`config.mk`:
```
export PLATFORM = sky130hd
export DESIGN_NAME = fetch_unit
export DESIGN_NICKNAME = d
export VERILOG_FILES = /design/src/rtl/riscv_pkg.sv /design/src/rtl/fetch_buf.sv /design/src/rtl/fetch_unit.sv
export SDC_FILE = /design/constraint.sdc
export NUM_CORES = 1
export LEC_CHECK = 0
export CAP_MARGIN = 5
export CORE_MARGIN = 5
export CORE_UTILIZATION = 45
export DETAILED_ROUTE_END_ITERATION = 12
export PLACE_DENSITY = 0.79
export REMOVE_ABC_BUFFERS = 1
export SYNTH_ARGS = -nofsm -noshare
export SYNTH_HDL_FRONTEND = slang
export SYNTH_SLANG_ARGS = --single-unit
```
`constraint.sdc`:
```
create_clock -name clk -period 4.3 [get_ports clk]
set_input_delay 0.645 -clock clk [delete_from_list [all_inputs] [get_ports clk]]
set_output_delay 0.645 -clock clk [all_outputs]
set_load 0.01 [all_outputs]
```
`src/rtl/riscv_pkg.sv`:
```
// Shared definitions for the instruction fetch slice.
//   XLEN          : default data/address width
//   NOP_INSTR     : canonical RISC-V NOP (addi x0, x0, 0) shown when no instruction is valid
//   fetch_state_t : fetch FSM states (S_REQ issues a request, S_WAIT awaits its response)
package riscv_pkg;

    localparam int unsigned XLEN      = 32;
    localparam logic [31:0] NOP_INSTR = 32'h0000_0013;

    typedef enum logic {
        S_REQ,
        S_WAIT
    } fetch_state_t;

endpackage

```
`src/rtl/fetch_buf.sv`:
```
// One-entry instruction + PC buffer feeding the IF/ID register.
// Ports:
//   clk, rst      : clock and synchronous active-high reset
//   load          : capture load_instr/load_pc and mark the entry valid
//   clear         : flush the entry (redirect); wins over load and consume
//   consume       : downstream took the entry this cycle
//   load_instr    : instruction word to capture
//   load_pc       : address the instruction was fetched from
//   valid         : entry holds a real fetched instruction
//   instr         : buffered instruction, NOP when not valid
//   pc            : PC of the buffered instruction
module fetch_buf #(
    parameter int unsigned          XLEN     = riscv_pkg::XLEN,
    parameter logic [XLEN-1:0]      RESET_PC = '0
) (
    input  logic            clk,
    input  logic            rst,
    input  logic            load,
    input  logic            clear,
    input  logic            consume,
    input  logic [31:0]     load_instr,
    input  logic [XLEN-1:0] load_pc,
    output logic            valid,
    output logic [31:0]     instr,
    output logic [XLEN-1:0] pc
);
    import riscv_pkg::*;

    logic            valid_q;
    logic [31:0]     instr_q;
    logic [XLEN-1:0] pc_q;

    // NOTE: sequential state is written with non-blocking assignments so every
    // register samples the pre-edge values of its neighbours.
    always_ff @(posedge clk) begin
        if (rst) begin
            valid_q <= 1'b0;
            // NOTE: the payload registers are reset as well so if_pc reads
            // RESET_PC straight out of reset; correctness only needs valid_q.
            instr_q <= NOP_INSTR;
            pc_q    <= RESET_PC;
        end else if (clear) begin
            valid_q <= 1'b0;
        end else if (load) begin
            // A reload in the same cycle as a consume keeps the entry valid.
            valid_q <= 1'b1;
            instr_q <= load_instr;
            pc_q    <= load_pc;
        end else if (consume) begin
            valid_q <= 1'b0;
        end
    end

    // Outputs depend only on buffer registers, never on module inputs.
    assign valid = valid_q;
    assign instr = valid_q ? instr_q : NOP_INSTR;
    assign pc    = pc_q;

endmodule

```
`src/rtl/fetch_unit.sv`:
```
// Instruction fetch stage: write side of the IF/ID pipeline register.
// Holds the PC, issues one outstanding instruction-memory request at a time,
// buffers the response and presents it downstream; honours stall and redirect.
// Ports:
//   clk, rst        : clock and synchronous active-high reset
//   imem_req_valid  : request to instruction memory
//   imem_req_ready  : memory accepts the request this cycle
//   imem_req_addr   : fetch address (always the current pc)
//   imem_rsp_valid  : response data valid
//   imem_rsp_data   : instruction word
//   stall           : IF/ID register not loading this cycle
//   redirect        : branch/jump taken; flush and refetch from redirect_pc
//   redirect_pc     : redirect target, fetched as given (alignment checked later)
//   if_instr        : instruction to IF/ID, NOP when ~if_valid
//   if_pc           : PC of if_instr
//   if_valid        : if_instr is a real fetched instruction
module fetch_unit #(
    parameter int unsigned     XLEN     = riscv_pkg::XLEN,
    parameter logic [XLEN-1:0] RESET_PC = '0
) (
    input  logic            clk,
    input  logic            rst,
    output logic            imem_req_valid,
    input  logic            imem_req_ready,
    output logic [XLEN-1:0] imem_req_addr,
    input  logic            imem_rsp_valid,
    input  logic [31:0]     imem_rsp_data,
    input  logic            stall,
    input  logic            redirect,
    input  logic [XLEN-1:0] redirect_pc,
    output logic [31:0]     if_instr,
    output logic [XLEN-1:0] if_pc,
    output logic            if_valid
);
    import riscv_pkg::*;

    fetch_state_t    state;
    logic [XLEN-1:0] pc;
    logic            drop;

    logic buf_valid;
    logic consume;
    logic req_fire;
    logic rsp_take;
    logic buf_load;

    assign consume = buf_valid & ~stall;

    // A new request may only go out when the buffer will be free to take its
    // response; reset and redirect suppress it for the current cycle.
    assign imem_req_valid = ~rst & ~redirect & (state == S_REQ) & (~buf_valid | consume);
    assign imem_req_addr  = pc;

    assign req_fire = imem_req_valid & imem_req_ready;
    assign rsp_take = (state == S_WAIT) & imem_rsp_valid;
    assign buf_load = ~rst & ~redirect & rsp_take & ~drop;

    always_ff @(posedge clk) begin
        if (rst) begin
            pc    <= RESET_PC;
            state <= S_REQ;
            drop  <= 1'b0;
        end else if (redirect) begin
            pc <= redirect_pc;
            if (state == S_WAIT) begin
                if (imem_rsp_valid) begin
                    // The in-flight response arrives now and is discarded.
                    state <= S_REQ;
                    drop  <= 1'b0;
                end else begin
                    // Remember to discard the response still in flight.
                    drop <= 1'b1;
                end
            end
        end else if (req_fire) begin
            pc    <= pc + XLEN'(4);
            state <= S_WAIT;
        end else if (rsp_take) begin
            state <= S_REQ;
            drop  <= 1'b0;
        end
    end

    // While waiting with drop clear, pc is exactly the sent address plus 4
    // (modulo 2^XLEN), so the sent address is recovered without a register.
    fetch_buf #(
        .XLEN     (XLEN),
        .RESET_PC (RESET_PC)
    ) u_buf (
        .clk        (clk),
        .rst        (rst),
        .load       (buf_load),
        .clear      (redirect),
        .consume    (consume),
        .load_instr (imem_rsp_data),
        .load_pc    (pc - XLEN'(4)),
        .valid      (buf_valid),
        .instr      (if_instr),
        .pc         (if_pc)
    );

    assign if_valid = buf_valid;

endmodule

```
After elaboration in Yosys (flattened, before gate mapping)
Cells that the tools add are included.
Word-level totals
  bits in registers: 99
  bits of input ports: 70
Operators by class
  add/sub/neg operators: 2
  equality and inequality tests: 2
  muxes and demuxes: 13
  bitwise logic cells: 15
  reductions and logical operators: 7
Operators by type and width (count)
  $mux 32: 3
  $add 32x3->32 const B: 1
  $sub 32x3->32 const B: 1
  $mux 1: 10
  $and 1x1->1: 8
  $not 1->1: 6
  $reduce_bool 2->1: 3
  $reduce_and 3->1: 1
  $reduce_bool 3->1: 1
  $ne 2x1->1 const B: 1
  $ne 2x2->1 const B: 1
  $reduce_and 2->1: 1
  $reduce_or 2->1: 1
  $or 1x1->1: 1

Longest topological paths before layout
  word-level depth: 7
  gate-level depth with buffers: 9

Hierarchy
A second synthesis with hierarchy kept.
Second synthesis, totals
  cell total of the unflattened synthesis: 657
  area, all modules: 5936.9 µm²
By module, submodules not included
  fetch_buf: times used 1, cells each 329, area an instance 3460.8 µm², sequential area each 1301.2 µm²
  fetch_unit: times used 1, cells each 328, area an instance 2476.1 µm², sequential area each 680.7 µm²

Least setup slack after synthesis
No wires, ideal clock.
  path type: in2reg
  start point: in rst
  end point: reg u_buf.pc_q[20], in the netlist u_buf.pc[20]
  data arrival time: 2065 ps
  data required time: 4209 ps
  setup slack: 2144 ps
  stages on the path: 7
  buffers on the path: 3
  cell sequence: clkbuf_1 > or2_1 > clkbuf_1 > nor3_2 > clkbuf_1 > nor2_1 > a311oi_1
On the way
  longest elaborated chain between the ends: 5
RTL lines
  start, declared: RTL line fetch_unit.sv:22  | input logic rst,
  $not 1->1: RTL line fetch_unit.sv:56  | assign buf_load = ~rst & ~redirect & rsp_take & ~drop;
  $and 1x1->1 (3 in series): RTL line fetch_unit.sv:56
  $reduce_and 2->1 (no source line)
  end signal, assigned: RTL line fetch_buf.sv:48  | pc_q <= load_pc;
  end, declared: RTL line fetch_buf.sv:31  | logic [XLEN-1:0] pc_q;
Several ways; a longest one is shown, not always the timed one.
A chain may end at the register's enable or synchronous reset.

Final worst setup path
  start point: in redirect
  end point: out imem_req_valid
On the way
  longest elaborated chain between the ends: 4
RTL lines
  start, declared: RTL line fetch_unit.sv:29  | input logic redirect,
  $not 1->1 (no source line)
  $and 1x1->1 (3 in series): RTL line fetch_unit.sv:51  | assign imem_req_valid = ~rst & ~redirect & (state == S_REQ) & (~buf_valid | consume);
  end, declared: RTL line fetch_unit.sv:23  | output logic imem_req_valid,
Every way passes these cells.

==> results_dict.tcl <==
set metrics [dict create \
    outcome "complete, no violations" \
    routed-wl-met2_um 6500 \
    synthDistinctLibCells 54 \
    period_share_pct 70.6 \
    place_area_um2 6660 \
    multiInputGateArea_um2 2770 \
    p_leak_nw 2.31 \
    grt_start_max_net_pins 71 \
    worstRegToRegCells 5 \
    met3_length_um 1270 \
    core_um2 10900 \
    cts_buffer_depth 2 \
    setup_viol 0 \
    hpwl_um 10600 \
    power_mw 2.16 \
    gp_congestion 0.868 \
    cp-end-kind "output port" \
    maxSlewViolCount 0 \
    ys_warn_count 0 \
    ys.flop_type "dfxtp_1" \
    clkLatencyLatePin_ns 0.34 \
    drtPass1Iterations 5 \
    critPathKind "in2out" \
    power.density_cell_area_nw_per_um2 309 \
    numClockSinks 99 \
    r2r-end "imem_req_addr[25]" \
    grt_pass1_vias 4581 \
    syn_area_um2 5050 \
    setup.worst_path.end "imem_req_valid" \
    post-place-ws_ns 1.19 \
    die_width_um 116 \
    rows 38 \
    instances_no_fill 889 \
    antenna_left 0 \
    holdBufCountCts 0 \
    place_inst 873 \
    top_layer_used "met4" \
    startpoint "redirect" \
    post_cts_buffers 0 \
    final.min_clock_period_ns 3.04 \
    cts_max_level 3 \
    initial_core_util_pct 46.2 \
    cts_root_buf "clkbuf_16" \
    fp.dieArea_um2 13400 \
    crit_path_max_fanout 10 \
    io_buffers 167 \
    fmax_mhz 329 \
    post-route-util_pct 63.9 \
    post_drt_wl_per_cell_um 16.5 \
    finalSetupTns_ns 0 \
    grt_usage_pct 21.4 \
    startpoint_type "primary input" \
    antenna_found_initial 0 \
    reg2reg_from "u_buf.valid" \
    drive_gt1_share_pct 6.81 \
    ir_drop_mv 0.158 \
    areaGrowthSynthToFinish_pct 38.5 \
    path_clk_slew_ns 0.07 \
    yosys_register_bits 99 \
    chipHeight_um 116 \
    routed_wl_um 14700 \
    yosysSeqAreaShare_pct 39.2 \
    drc 0 \
    fin_area_um2 6990 \
    slew_headroom_pct 36.6 \
    cp.required_ns 3.65 \
    arrival_ns 2.39 \
    vias_per_cell 5.41 \
    fin_ws_ns 1.26 \
    post_cts_resized 0 \
    async_reset_ff_share_pct 0 \
    tightestPinTransition_ns 0.942 \
    seq_area_um2 1980 \
    grt.overflow.total 0 \
    antenna_cells 0 \
    drv_cap 0 \
    finalClockSkew_ns 0.00779 \
    cts_tree "yes" \
    numCtsBuffers 9 \
    ff2ff_setup_slack_ns 1.45 \
    timing.final.hold_violations 0 \
    grt_setup_unrepaired "no" \
    avgSynthCellArea_um2 8.13 \
    finalNetCount 816 \
    grt_first_pass_wirelength_um 23000 \
    drt-met1-wl_um 6600 \
    min_path_type "reg2reg" \
    ios 168 \
    num_vias 4811 \
    finalHoldWorstSlack_ns 0.450 \
    nFillCells 934 \
    synthCells 621 \
    drtIter0Drc 422 \
    synth_edf_count 0 \
]
==> final cells by class <==
cell class	instances	area share, %
Multi-Input combinational cell	455	39.6
Sequential cell	99	28.3
Tap cell	140	2.51
Timing Repair Buffer	173	24.5
Inverter	6	0.322
Clock buffer	10	3.42
Clock inverter	6	1.27
==> worst max-delay path, stage by stage <==
cell and delay (ns):
clkdlybuf4s50_1 0.63, nor2_1 0.36, and2_1 0.21, clkdlybuf4s50_1 0.55
==> cells in the mapped netlist, drive strengths merged (4+ instances only) <==
master,n,area (um2)
nand2,101,379
dfxtp,99,1980
nor2,60,225
a21oi,47,239
clkbuf,40,153
a211oi,39,303
and2,35,219
xnor2,30,270
buf,21,129
nand4,19,138
xor2,19,166
nand3,16,80.1
nor4,16,170
nor3,12,95.1
or3,7,48.8
inv,6,22.5
o22ai,6,37.5
a311oi,5,43.8
nand2b,5,31.3
or4,5,46.3
and3,4,25.0
and4,4,35.0
nand3b,4,30.0
==> worst min path at each step <==
| stage | depth (start not counted) | slack [ns] | to | start |
|---|---|---|---|---|
| after floorplan | 2 | 0.43 | u_buf.instr_q[10] | u_buf.instr_q[10] |
| after global placement | 2 | 0.44 | u_buf.instr_q[7] | u_buf.instr_q[7] |
| after detailed placement | 2 | 0.44 | u_buf.instr_q[18] | u_buf.instr_q[18] |
| after CTS | 2 | 0.45 | u_buf.instr_q[29] | u_buf.instr_q[29] |
| after global routing | 2 | 0.47 | u_buf.instr_q[18] | u_buf.instr_q[18] |
| final | 2 | 0.45 | u_buf.instr_q[18] | u_buf.instr_q[18] |
==> placed cells by master (no fill, tap or decap), types with 4 or more instances in the layout <==
cell	n
a311oi_1	5
xor2_1	19
nand4_1	16
dfxtp_1	99
and2_1	34
inv_1	6
and4_1	4
xnor2_1	29
buf_4	7
nor4_2	4
clkdlybuf4s50_1	166
nand3_1	16
nor3_1	5
nand2_1	101
nand3b_1	4
nand2b_1	5
clkbuf_16	9
and3_1	4
a211oi_1	37
a21oi_1	46
or3_1	6
nor3_2	6
nor2_1	60
o22ai_1	6
nor4_1	9
==> state kept, by name, summed over array words and instances, names as in the netlist <==
register / flops
u_buf.instr_q: 32
u_buf.valid: 1
imem_req_addr: 32
u_buf.pc: 32
state: 1
drop: 1
==> report_power, final <==
group          switching (mW)  internal [mW]
Clock                   0.346          0.526
Combinational           0.138          0.156
Sequential             0.0534          0.941
==> kinds of logic (layout without fill, tap and decap cells) <==
group | count (synthesis) | in the layout | synth area share [%]
buffers and inverters | 67 | 195 | 6.02
AO/OA/AOI/OAI | 107 | 107 | 13.7
multiplexers | 3 | 3 | 0.595
flip-flops | 99 | 99 | 39.2
XOR/XNOR | 49 | 49 | 8.65
adder cells (fa/ha/maj) | 2 | 2 | 0.495
AND/OR/NAND/NOR | 294 | 294 | 31.3
==> metal layers <==
| layer | track usage [%] | vias up |
|---|---|---|
| met2 | 33.9 | 204 |
| met4 | 7.97 | 0 |
| li1 | - | 2386 |
| met3 | 4.23 | 20 |
| met1 | 28.9 | 2201 |
| met5 | 0 | - |
(Power assumes the default switching activity.)
